File: src/rtl/demux_pkg.sv
// rtl/demux_pkg.sv - shared constants and helpers for demux_router (optional DEMUX_ROUTER_ERRCNT_EN)
package demux_pkg;

  localparam int DEFAULT_WIDTH = 8;
  localparam int DEFAULT_NCH   = 4;

  // Discard counter is a fixed 8-bit saturating counter
  localparam int ERR_CNT_W = 8;
  typedef logic [ERR_CNT_W-1:0] err_cnt_t;
  localparam err_cnt_t ERR_CNT_MAX = 8'd255;

  // Increment that sticks at ERR_CNT_MAX instead of wrapping back to zero
  function automatic err_cnt_t sat_inc(input err_cnt_t v);
    return (v == ERR_CNT_MAX) ? v : v + err_cnt_t'(1);
  endfunction

endpackage

File: src/rtl/demux_slot.sv
// rtl/demux_slot.sv - one-entry output buffer (full flag plus data register) for demux_router
module demux_slot #(
  parameter int WIDTH = 8
) (
  input  logic             clk,
  input  logic             rst,
  input  logic             load,
  input  logic [WIDTH-1:0] load_data,
  input  logic             pop,
  output logic             full,
  output logic [WIDTH-1:0] data
);

  // Occupancy: a load wins over a pop so a same-cycle pop plus refill stays full
  always_ff @(posedge clk) begin
    if (rst) begin
      full <= 1'b0;
    end else if (load) begin
      full <= 1'b1;
    end else if (pop) begin
      full <= 1'b0;
    end
  end

  // Data only moves on load, so the last word lingers after the slot drains
  always_ff @(posedge clk) begin
    if (rst) begin
      data <= '0;
    end else if (load) begin
      data <= load_data;
    end
  end

endmodule

File: src/rtl/demux_router.sv
// rtl/demux_router.sv - 1-to-NCH demultiplexer with per-channel one-entry slots (optional DEMUX_ROUTER_ERRCNT_EN)
module demux_router
  import demux_pkg::*;
#(
  parameter int WIDTH = DEFAULT_WIDTH,
  parameter int NCH   = DEFAULT_NCH
) (
  input  logic                     clk,
  input  logic                     rst,
  input  logic [WIDTH-1:0]         in_data,
  input  logic [$clog2(NCH)-1:0]   in_sel,
  input  logic                     in_valid,
  output logic                     in_ready,
  output logic [NCH*WIDTH-1:0]     out_data,
  output logic [NCH-1:0]           out_valid,
  input  logic [NCH-1:0]           out_ready
`ifdef DEMUX_ROUTER_ERRCNT_EN
  ,
  output logic [ERR_CNT_W-1:0]     err_cnt
`endif
);

  localparam int SEL_W = $clog2(NCH);
  // Channel count widened by one bit so the range test works for any NCH
  localparam logic [SEL_W:0] NCH_V = (SEL_W + 1)'(NCH);

  logic           sel_in_range;
  logic [NCH-1:0] sel_hit;
  logic [NCH-1:0] full;
  logic [NCH-1:0] load;
  logic [NCH-1:0] pop;
  logic           sel_ready;
  logic           in_fire;

  assign sel_in_range = ({1'b0, in_sel} < NCH_V);

  // One-hot decode of the destination; all-zero for an out-of-range select
  always_comb begin
    sel_hit = '0;
    for (int i = 0; i < NCH; i++) begin
      sel_hit[i] = sel_in_range && (in_sel == SEL_W'(i));
    end
  end

  // The addressed slot can take a word if empty or being drained this cycle.
  // Out-of-range words are always taken (and dropped) so they never block.
  assign sel_ready = |(sel_hit & (~full | out_ready));
  assign in_ready  = !rst && (!sel_in_range || sel_ready);
  assign in_fire   = in_valid && in_ready;

  assign load      = {NCH{in_fire}} & sel_hit;
  assign pop       = full & out_ready;
  assign out_valid = full;

  for (genvar g = 0; g < NCH; g++) begin : g_slot
    demux_slot #(
      .WIDTH(WIDTH)
    ) u_slot (
      .clk      (clk),
      .rst      (rst),
      .load     (load[g]),
      .load_data(in_data),
      .pop      (pop[g]),
      .full     (full[g]),
      .data     (out_data[g*WIDTH +: WIDTH])
    );
  end

`ifdef DEMUX_ROUTER_ERRCNT_EN
  logic discard;
  assign discard = in_fire && !sel_in_range;

  // Saturating count of accepted-and-dropped out-of-range words
  always_ff @(posedge clk) begin
    if (rst) begin
      err_cnt <= '0;
    end else if (discard) begin
      err_cnt <= sat_inc(err_cnt);
    end
  end
`endif

endmodule

File: config.mk
export PLATFORM = sky130hd
export DESIGN_NAME = demux_router
export DESIGN_NICKNAME = d
export VERILOG_FILES = /design/src/rtl/demux_pkg.sv /design/src/rtl/demux_slot.sv /design/src/rtl/demux_router.sv
export SDC_FILE = /design/constraint.sdc
export NUM_CORES = 1
export LEC_CHECK = 0
export BUFFER_PORTS_ARGS = -buffer_cell sky130_fd_sc_hd__buf_4
export CELL_PAD_IN_SITES_DETAIL_PLACEMENT = 1
export CELL_PAD_IN_SITES_GLOBAL_PLACEMENT = 2
export CORE_AREA = 2 2 77 79
export CTS_BUF_LIST = sky130_fd_sc_hd__clkbuf_8 sky130_fd_sc_hd__clkbuf_16
export CTS_CLUSTER_DIAMETER = 50
export DETAILED_ROUTE_END_ITERATION = 6
export DIE_AREA = 0 0 79 81
export PLACE_DENSITY_LB_ADDON = 0.1
export SLEW_MARGIN = 20
export SYNTH_ARGS = -nofsm -noshare
export SYNTH_HDL_FRONTEND = slang
export SYNTH_SLANG_ARGS = --single-unit
File: constraint.sdc
create_clock -name clk -period 2 [get_ports clk]
set_input_delay 0.3 -clock clk [delete_from_list [all_inputs] [get_ports clk]]
set_output_delay 0.3 -clock clk [all_outputs]
set_load 0.02 [all_outputs]
==> metrics.yaml, run 1 <==
run_status: "finished, final reports clean"
vias_per_cell: 5.47
pre_cts_ws_ns: 0.157
reg2reg_setup_slack_ns: 0.82
synth_compound_area_share_pct: 23.9
clk_pin_slew_ns: 0.07
synth_cell_types: 27
slew_viol_final: 0
worstHoldPathType: "input port to flip-flop"
startpoint_type: "flip-flop"
fmax_ghz: 0.527
synth_area_mm2: 0.00168
relSlewSlack_pct: 63.0
grt_pass1_wl_mm: 8.93
muxShareOfSynthArea_pct: 1.34
fin_nets: 241
fin_util_pct: 38.2
fin_crit_sh_pct: 94.9
crit_arrival_ns: 1.60
finalSetupTns_ns: 0
drv_cap: 0
start_util_pct: 29.5
yosys-top-cells-count: "dfxtp_1, nand4_1, a21oi_1, clkbuf_1, nand2_1"
synth_top_family_by_area: "compound AO/OA/AOI/OAI gates"
wire_per_inst_um: 18.7
antenna_found_initial: 0
worstHoldPathCells: 3
vias: 1640
rr_worst_depth: 4
hold_slack_ns: 0.289
r2r-start: "g_slot[2].u_slot.full$_SDFFE_PP0P_"
cts_tree: "done"
min-delay-start: "in_data[4]"
post-synth-top-area-fraction_pct: 43.0
ys_seq_elements: 36
tightest_slew_ns: 0.555
rsz0062_at_grt: "false"
timing.clock.skew_ns: 0.00377
die_width_um: 79
row_count: 28
grt_max_degree: 37
antenna_left: 0
setup_violations: 0
cts-htree-levels: 2
ys_warn_count: 0
dieHeight_um: 81
cp_max_fo: 9
yosys.area.top_type: "dfxtp_1"
place_congestion: 0.754
synth_seq_area_share_pct: 43.0
setup_ws_ns: 0.102
dp.cells: 292
synthXorXnorAreaFrac_pct: 0
holdPathEnd: "g_slot[1].u_slot.data[4]$_SDFFE_PP0P_"
core-area_mm2: 0.00568
cts_hold_buf: 0
ys_async_sr_fraction_pct: 0
avgSynthCellArea_um2: 9.01
period_needed_ns: 1.90
port_buffers: 53
grt_overflow_total: 0
p_leak_nw: 0.886
ios: 54
drt_pre_antenna_iters: 4
final_hold_viol_count: 0
cts_sinks: 36
synth_edf_count: 0
ys.flop_type: "dfxtp_1"
syn_nets: 203
clockRootBuffer: "clkbuf_8"
cts.path.max_buffers: 2
antennaDiodeCount: 0
dp_hpwl_mm: 3.84
netlist_top_cells_area: "dfxtp_1, nand4_1, a21oi_1"
netlist_instances: 186
die_area_mm2: 0.00640
p_per_area_mw_per_mm2: 688
synth.most_common_cell: "dfxtp_1"
insertion_delay_ns: 0.29
syn_to_final_growth_pct: 29.3
grt_pass1_vias: 1668
required_ns: 1.70
path_class: "flip-flop to primary output"
cts_buffers: 5
drive_above_1_share_pct: 34.7
cp-end-kind: "primary output"
r2r-end: "g_slot[2].u_slot.data[6]$_SDFFE_PP0P_"
nFillCells: 692
first_iter_violations: 126
layoutNonFillerInstCount: 300
grt_use_total_pct: 18.3
yosys.area_share.adder_pct: 0
routed_wl_mm: 5.62
drc: 0
ir_drop_uv: 287
synthSimpleGateAreaFrac_pct: 22.2
## state kept, by name, summed over array words and instances, names as in the netlist
name,cells
g_slot.u_slot.data,32
g_slot.u_slot.full,4
## worst max-delay path: stages (launching register included)
cell and delay, ns:
dfxtp_1 0.36, nor2b_2 0.42, mux4_2 0.33, nor2_1 0.04
buf_4 0.16
## worst max path at each step
| stage | slack (ns) | from | cells after the start | end |
|---|---|---|---|---|
| 3_3_place_gp | 0.20 | out_ready[0] | 5 | in_ready |
| 3_5_place_dp | 0.16 | out_ready[0] | 5 | in_ready |
| 4_1_cts | 0.12 | g_slot[0].u_slot.full$_SDFFE_PP0P_ | 4 | in_ready |
| 5_1_grt | 0.02 | g_slot[0].u_slot.full$_SDFFE_PP0P_ | 4 | in_ready |
| 2_1_floorplan | 0.30 | g_slot[2].u_slot.full$_SDFFE_PP0P_ | 4 | in_ready |
| 6_report | 0.10 | g_slot[0].u_slot.full$_SDFFE_PP0P_ | 4 | in_ready |
## what timing repair did
| item | 4_1_cts | 5_1_grt |
|---|---|---|
| buffers inserted | 0 | 0 |
| resized for setup | 2 | 0 |
| hold endpoints to repair | 0 | 0 |
| endpoints found under the setup margin | 1 | 0 |
## layout make-up
class	instances	area, µm²	share of cell area [%]
Multi-Input combinational cell	118	801	37.0
Sequential cell	36	721	33.3
Clock buffer	6	82.6	3.81
Tap cell	75	93.8	4.33
Clock inverter	2	7.51	0.346
Inverter	3	11.3	0.520
Timing Repair Buffer	60	450	20.8
## cell usage in the layout, fill, tap and decap left out, types with 2 or more instances in the layout
cell / count
nor2b_2: 2
o31ai_1: 11
nand3_1: 4
inv_1: 4
nor2b_1: 2
nand2b_1: 4
dfxtp_1: 36
o311ai_0: 11
o31ai_2: 5
o311ai_1: 3
o311ai_2: 2
buf_4: 60
a21oi_1: 20
nand4_1: 32
clkbuf_8: 6
nand2_1: 16
## power by group
part	total [mW]	switching (mW)	leakage (nW)	internal [mW]
clock	0.527	0.256	0.0538	0.271
sequential	0.751	0.0126	0.292	0.738
combinational	0.214	0.136	0.540	0.0781
total	1.49	0.405	0.886	1.09
## cell families after synthesis
kind of cell           count (synthesis)
AO/OA/AOI/OAI                         52
AND/OR/NAND/NOR                       65
buffers and inverters                 32
flip-flops                            36
multiplexers                           1
## routing by layer
| layer | vias to the layer above | track usage [%] | wire (µm) |
|---|---|---|---|
| met1 | 806 | 24.2 | 2470 |
| met5 | - | 0 | 0 |
| met3 | 6 | 4.33 | 316 |
| met4 | 0 | 5.34 | 74 |
| met2 | 46 | 30.1 | 2750 |
| li1 | 782 | - | - |
## stage by stage
stage               power, mW  area [µm²]
floorplan               0.885        1680
global placement        0.975        2070
detailed placement      0.982        2070
CTS                      1.51        2170
global route             1.56        2170
finish                   1.49        2170
No activity file was read; power rests on OpenSTA's default activity.
==> run 2: changes to the inputs <==
--- a/config.mk
+++ b/config.mk
@@ -8,11 +8,11 @@
 export BUFFER_PORTS_ARGS = -buffer_cell sky130_fd_sc_hd__buf_4
 export CELL_PAD_IN_SITES_DETAIL_PLACEMENT = 1
 export CELL_PAD_IN_SITES_GLOBAL_PLACEMENT = 2
-export CORE_AREA = 2 2 77 79
+export CORE_AREA = 2 2 80 82
 export CTS_BUF_LIST = sky130_fd_sc_hd__clkbuf_8 sky130_fd_sc_hd__clkbuf_16
 export CTS_CLUSTER_DIAMETER = 50
 export DETAILED_ROUTE_END_ITERATION = 6
-export DIE_AREA = 0 0 79 81
+export DIE_AREA = 0 0 82 84
 export PLACE_DENSITY_LB_ADDON = 0.1
 export SLEW_MARGIN = 20
 export SYNTH_ARGS = -nofsm -noshare
==> constraint.sdc (replaced) <==
create_clock -name clk -period 1.87 [get_ports clk]
set_input_delay 0.2805 -clock clk [delete_from_list [all_inputs] [get_ports clk]]
set_output_delay 0.2805 -clock clk [all_outputs]
set_load 0.02 [all_outputs]
==> run 2 against run 1 <==
Compared with the run above:
- largest cell class unchanged
- sequential power rose by 6.9%
- non-clock buffer count rose by 3
- via count is 1.6% higher
- critical path type unchanged
- clock skew fell by 0.0028 ns
- critical path depth stayed put
- utilization fell by 2.2 points
- register-to-register slack lost 0.19 ns
- die area rose by 7.6%
- setup slack worse by 0.027 ns
- critical endpoint unchanged
- sequential share of layout area shrank 0.42 points
- clock power rose by 6.3%
- flip-flop and latch count stayed put
- largest power group unchanged
==> metrics.yaml, run 2 (same netlist as run 1, synthesis figures left out) <==
stdcell_area_mm2: 0.00219
place_congestion: 0.761
reg_top3: "g_slot.u_slot.data x32, g_slot.u_slot.full x4"
slowest_stage: "mux4_2"
setup_violations: 0
crit_arrival_ns: 1.52
path_class: "flip-flop to primary output"
clk_pin_slew_ns: 0.07
largest_reg_flops: 32
drive_above_1_share_pct: 35.1
required_ns: 1.59
first_iter_violations: 100
die_area_mm2: 0.00689
grt_max_degree: 20
drc: 0
cts-htree-levels: 2
core-area_mm2: 0.00610
cts_sinks: 36
final_hold_viol_count: 0
worstHoldPathType: "input port to flip-flop"
rsz0062_at_grt: "false"
r2r-start: "g_slot[1].u_slot.full$_SDFFE_PP0P_"
dp.cells: 297
drt_pre_antenna_iters: 4
layoutNonFillerInstCount: 305
cts.path.max_buffers: 2
cp-end-kind: "primary output"
placed_area_mm2: 0.00210
nFillCells: 724
clockRootBuffer: "clkbuf_8"
worstHoldPathCells: 3
startpoint_type: "flip-flop"
grt_use_total_pct: 17.0
wire_per_inst_um: 18.5
period_needed_ns: 1.80
r2r-end: "g_slot[1].u_slot.data[4]$_SDFFE_PP0P_"
vias_per_cell: 5.46
fin_crit_sh_pct: 96.0
final_cell_mix: "buf_4, dfxtp_1, nand4_1, a21oi_1, nand2_1"
final_common_cell: "buf_4"
syn_to_final_growth_pct: 30.9
dp_hpwl_mm: 4.00
reg2reg_setup_slack_ns: 0.63
antennaDiodeCount: 0
antenna_found_initial: 0
p_per_area_mw_per_mm2: 728
drv_cap: 0
rr_worst_depth: 4
start_util_pct: 27.5
finalSetupTns_ns: 0
cp_max_fo: 3
slew_viol_final: 0
top_register: "g_slot.u_slot.data"
timing.clock.skew_ns: 0.000937
fmax_ghz: 0.557
routed_wl_mm: 5.65
crit_chain: "nor2b_1 > mux4_2 > nor2_1 > buf_4"
port_buffers: 53
insertion_delay_ns: 0.28
grt_pass1_wl_mm: 8.88
p_leak_nw: 0.902
run_status: "finished, final reports clean"
relSlewSlack_pct: 64.4
antenna_left: 0
ir_drop_uv: 300
ios: 54
cts_buffers: 5
grt_pass1_vias: 1710
min-delay-start: "in_data[5]"
holdPathEnd: "g_slot[1].u_slot.data[5]$_SDFFE_PP0P_"
grt_overflow_total: 0
fin_nets: 244
die_width_um: 82
hold_slack_ns: 0.270
cts_tree: "done"
vias: 1666
tightest_slew_ns: 0.534
row_count: 29
cpPeakStageDelay_ns: 0.46
dieHeight_um: 84
cts_hold_buf: 0
-- run 2: where the power goes --
part           total [mW]  switching (mW)  internal [mW]
Sequential          0.803          0.0135          0.789
Combinational       0.234           0.147         0.0873
Clock               0.560           0.270          0.290
Total                1.60           0.431           1.17
-- run 2: critical path, delay by kind of cell (launching register included) --
family	cells	cell delay, ns
mux	1	0.46
flops	1	0.33
simple gates	2	0.29
buf+inv	1	0.16
-- run 2: how the worst max path moves through the flow --
stage | from | endpoint | cells past startpoint
after floorplan | g_slot[2].u_slot.full$_SDFFE_PP0P_ | in_ready | 4
after global placement | out_ready[0] | in_ready | 5
after detailed placement | out_ready[0] | in_ready | 5
after CTS | g_slot[0].u_slot.full$_SDFFE_PP0P_ | in_ready | 4
after global routing | g_slot[2].u_slot.full$_SDFFE_PP0P_ | in_ready | 4
final | g_slot[2].u_slot.full$_SDFFE_PP0P_ | in_ready | 4
-- run 2: final cells by class --
cell class | count | area, µm² | share of cell area (%)
sequential | 36 | 721 | 32.8
multi-input combinational | 118 | 803 | 36.6
inverter | 3 | 11.3 | 0.513
timing repair buffer | 63 | 473 | 21.6
clock buffer | 6 | 82.6 | 3.76
tap | 77 | 96.3 | 4.39
clock inverter | 2 | 7.51 | 0.342
-- run 2: layer usage --
metal	up-vias	track usage [%]	routed length, µm
met1	824	23.6	2660
met5	-	0	0
met4	0	6.21	55
met2	44	25.6	2660
li1	794	-	-
met3	4	3.57	275
-- run 2: per-stage QoR --
stage	total power [mW]	util, %	setup slack [ns]
5_1_grt	1.67	36.0	0.0179
3_3_place_gp	1.05	34.4	0.118
6_report	1.60	36.0	0.0744
4_1_cts	1.62	35.9	0.0192
3_5_place_dp	1.05	34.4	0.0820
2_1_floorplan	0.946	-	0.189
-- run 2: what timing repair did --
item,in CTS,in global routing
resized for setup,1,1
endpoints found under the hold margin,0,0
setup buffers,0,0
setup endpoints to repair,1,1
==> run 3: changes to the inputs <==
--- a/config.mk
+++ b/config.mk
@@ -8,13 +8,14 @@
 export BUFFER_PORTS_ARGS = -buffer_cell sky130_fd_sc_hd__buf_4
 export CELL_PAD_IN_SITES_DETAIL_PLACEMENT = 1
 export CELL_PAD_IN_SITES_GLOBAL_PLACEMENT = 2
-export CORE_AREA = 2 2 80 82
+export CORE_AREA = 2 2 75 77
 export CTS_BUF_LIST = sky130_fd_sc_hd__clkbuf_8 sky130_fd_sc_hd__clkbuf_16
 export CTS_CLUSTER_DIAMETER = 50
 export DETAILED_ROUTE_END_ITERATION = 6
-export DIE_AREA = 0 0 82 84
+export DIE_AREA = 0 0 77 79
 export PLACE_DENSITY_LB_ADDON = 0.1
 export SLEW_MARGIN = 20
 export SYNTH_ARGS = -nofsm -noshare
 export SYNTH_HDL_FRONTEND = slang
+export SYNTH_HIERARCHICAL = 1
 export SYNTH_SLANG_ARGS = --single-unit
==> run 3 against run 2 <==
Compared with the run above:
- setup slack better by 0.26 ns
- sequential share of layout area up 2.6 points
- power up 6.6%
- utilization up 2.1 points
- global-route usage down 4.0 points
- die area down 12%
- critical endpoint unchanged
==> metrics.yaml, run 3 <==
start_util_pct: 26.8
grt_pass1_wl_mm: 6.13
worstHoldPathType: "input port to flip-flop"
fin_crit_sh_pct: 81.9
run_status: "finished, final reports clean"
largest_reg_flops: 32
routed_wl_mm: 3.76
vias: 1174
path_class: "flip-flop to primary output"
core-area_mm2: 0.00534
dieHeight_um: 79
cts_hold_buf: 0
crit_arrival_ns: 1.25
fin_util_pct: 38.1
drc: 0
synth_area_mm2: 0.00143
slew_viol_final: 0
cp-end-kind: "primary output"
setup_ws_ns: 0.339
period_needed_ns: 1.53
dp_hpwl_mm: 2.69
insertion_delay_ns: 0.28
grt_pass1_vias: 1277
clockRootBuffer: "clkbuf_8"
netlist_instances: 142
timing.clock.skew_ns: 0.00624
grt_max_degree: 38
die_area_mm2: 0.00608
nFillCells: 660
cts-resized-gates: 0
p_leak_nw: 0.834
die_width_um: 77
post-synth-top-area-fraction_pct: 50.3
final_hold_viol_count: 0
pre_cts_ws_ns: 0.246
cts-htree-levels: 2
tightest_slew_ns: 0.395
cp_max_fo: 5
cts.path.max_buffers: 2
fin_nets: 216
row_count: 27
reg_top3: "g_slot.u_slot/data x32, g_slot.u_slot/full x4"
first_iter_violations: 19
netlist_top_cells_area: "dfxtp_1, mux2i_1, nor2_1"
drt_pre_antenna_iters: 4
final_common_cell: "buf_4"
finalSetupTns_ns: 0
wire_per_inst_um: 13.8
drive_above_1_share_pct: 35.0
avgSynthCellArea_um2: 10.1
syn_nets: 159
place_congestion: 0.757
antenna_left: 0
relSlewSlack_pct: 73.7
top_register: "g_slot.u_slot/data"
ys.flop_type: "dfxtp_1"
clk_pin_slew_ns: 0.07
cts_buffers: 5
grt_overflow_total: 0
vias_per_cell: 4.32
p_per_area_mw_per_mm2: 837
final_cell_mix: "buf_4, dfxtp_1, nor2_1, mux2i_1"
ys_warn_count: 6
synth_seq_area_share_pct: 50.3
grt_use_total_pct: 13.1
fmax_ghz: 0.653
synth.most_common_cell: "dfxtp_1"
port_buffers: 53
rsz0062_at_grt: "false"
drv_cap: 0
cts_tree: "done"
startpoint_type: "flip-flop"
synth_cell_types: 18
antenna_found_initial: 0
syn_to_final_growth_pct: 42.0
setup_violations: 0
ir_drop_uv: 454
synth_edf_count: 0
antennaDiodeCount: 0
yosys-top-cells-count: "dfxtp_1, nor2_1, mux2i_1, inv_1, nand2b_1"
cts_sinks: 36
ios: 54
ys_seq_elements: 36
required_ns: 1.59
yosys.area.top_type: "dfxtp_1"
ys_async_sr_fraction_pct: 0
postCtsSetupBuffers: 0
==> run 3: cell count changes after synthesis, moves of 16 or more <==
cell      previous run  this run
clkbuf_1            16         0
a21oi_1             20         4
nor2_1               1        34
nand4_1             32         0
mux2i_1              0        32
nand2_1             16         0
==> run 3: critical path: stages (launching register included) <==
cell and delay, ns:
dfxtp_1 0.35, nand4bb_1 0.11, nand3_1 0.08, a311oi_2 0.25, buf_4 0.18
==> run 3: metal layers <==
| metal | vias up | global-route usage [%] | wire [µm] |
|---|---|---|---|
| met2 | 34 | 23.0 | 1860 |
| met1 | 552 | 14.4 | 1610 |
| met4 | 0 | 4.46 | 51 |
| li1 | 581 | - | - |
| met5 | - | 0 | 0 |
| met3 | 7 | 5.23 | 238 |
==> run 3: cells by family after synthesis <==
group                  count (synthesis)  share of synthesized area [%]
and+or+nand+nor                       51                           17.0
DFF                                   36                           50.3
muxes                                 32                           22.4
buffers and inverters                 15                           6.38
AOI/OAI and AO/OA                      8                           3.85
==> run 3: final timing paths <==
kind	start	to	slack, ns	cells after the start
max	g_slot[1].u_slot/full$_SDFFE_PP0P_	in_ready	0.34	4
min	in_data[3]	g_slot[2].u_slot/data[3]$_SDFFE_PP0P_	0.27	3
max reg2reg	g_slot[0].u_slot/full$_SDFFE_PP0P_	g_slot[0].u_slot/data[0]$_SDFFE_PP0P_	0.53	4
min reg2reg	g_slot[0].u_slot/data[3]$_SDFFE_PP0P_	g_slot[0].u_slot/data[3]$_SDFFE_PP0P_	0.50	2
==> run 3: layout make-up <==
cell class | count | area (µm²) | area share, %
inverters | 7 | 26.3 | 1.29
clock inverters | 1 | 30.0 | 1.48
well taps | 72 | 90.1 | 4.43
flip-flops and latches | 36 | 721 | 35.4
repair buffers | 58 | 435 | 21.4
multi-input cells | 91 | 634 | 31.2
clock buffers | 7 | 96.3 | 4.74
==> run 3: report_power, final <==
| part | switching [mW] | internal (mW) | total (mW) |
|---|---|---|---|
| logic | 0.0916 | 0.0767 | 0.168 |
| clock network | 0.268 | 0.470 | 0.739 |
| registers | 0.0117 | 0.784 | 0.796 |
==> run 3: per-stage QoR <==
stage / instance area (µm²) / hold slack (ns) / cells / power (mW)
final: 2030 / 0.268 / 272 / 1.70
after global routing: 2030 / 0.261 / 272 / 1.79
after CTS: 2030 / 0.259 / 272 / 1.73
after detailed placement: 1910 / 0.489 / 264 / 0.985
after global placement: 1910 / 0.475 / 264 / 0.980
after floorplan: 1430 / 0.428 / 142 / 0.897
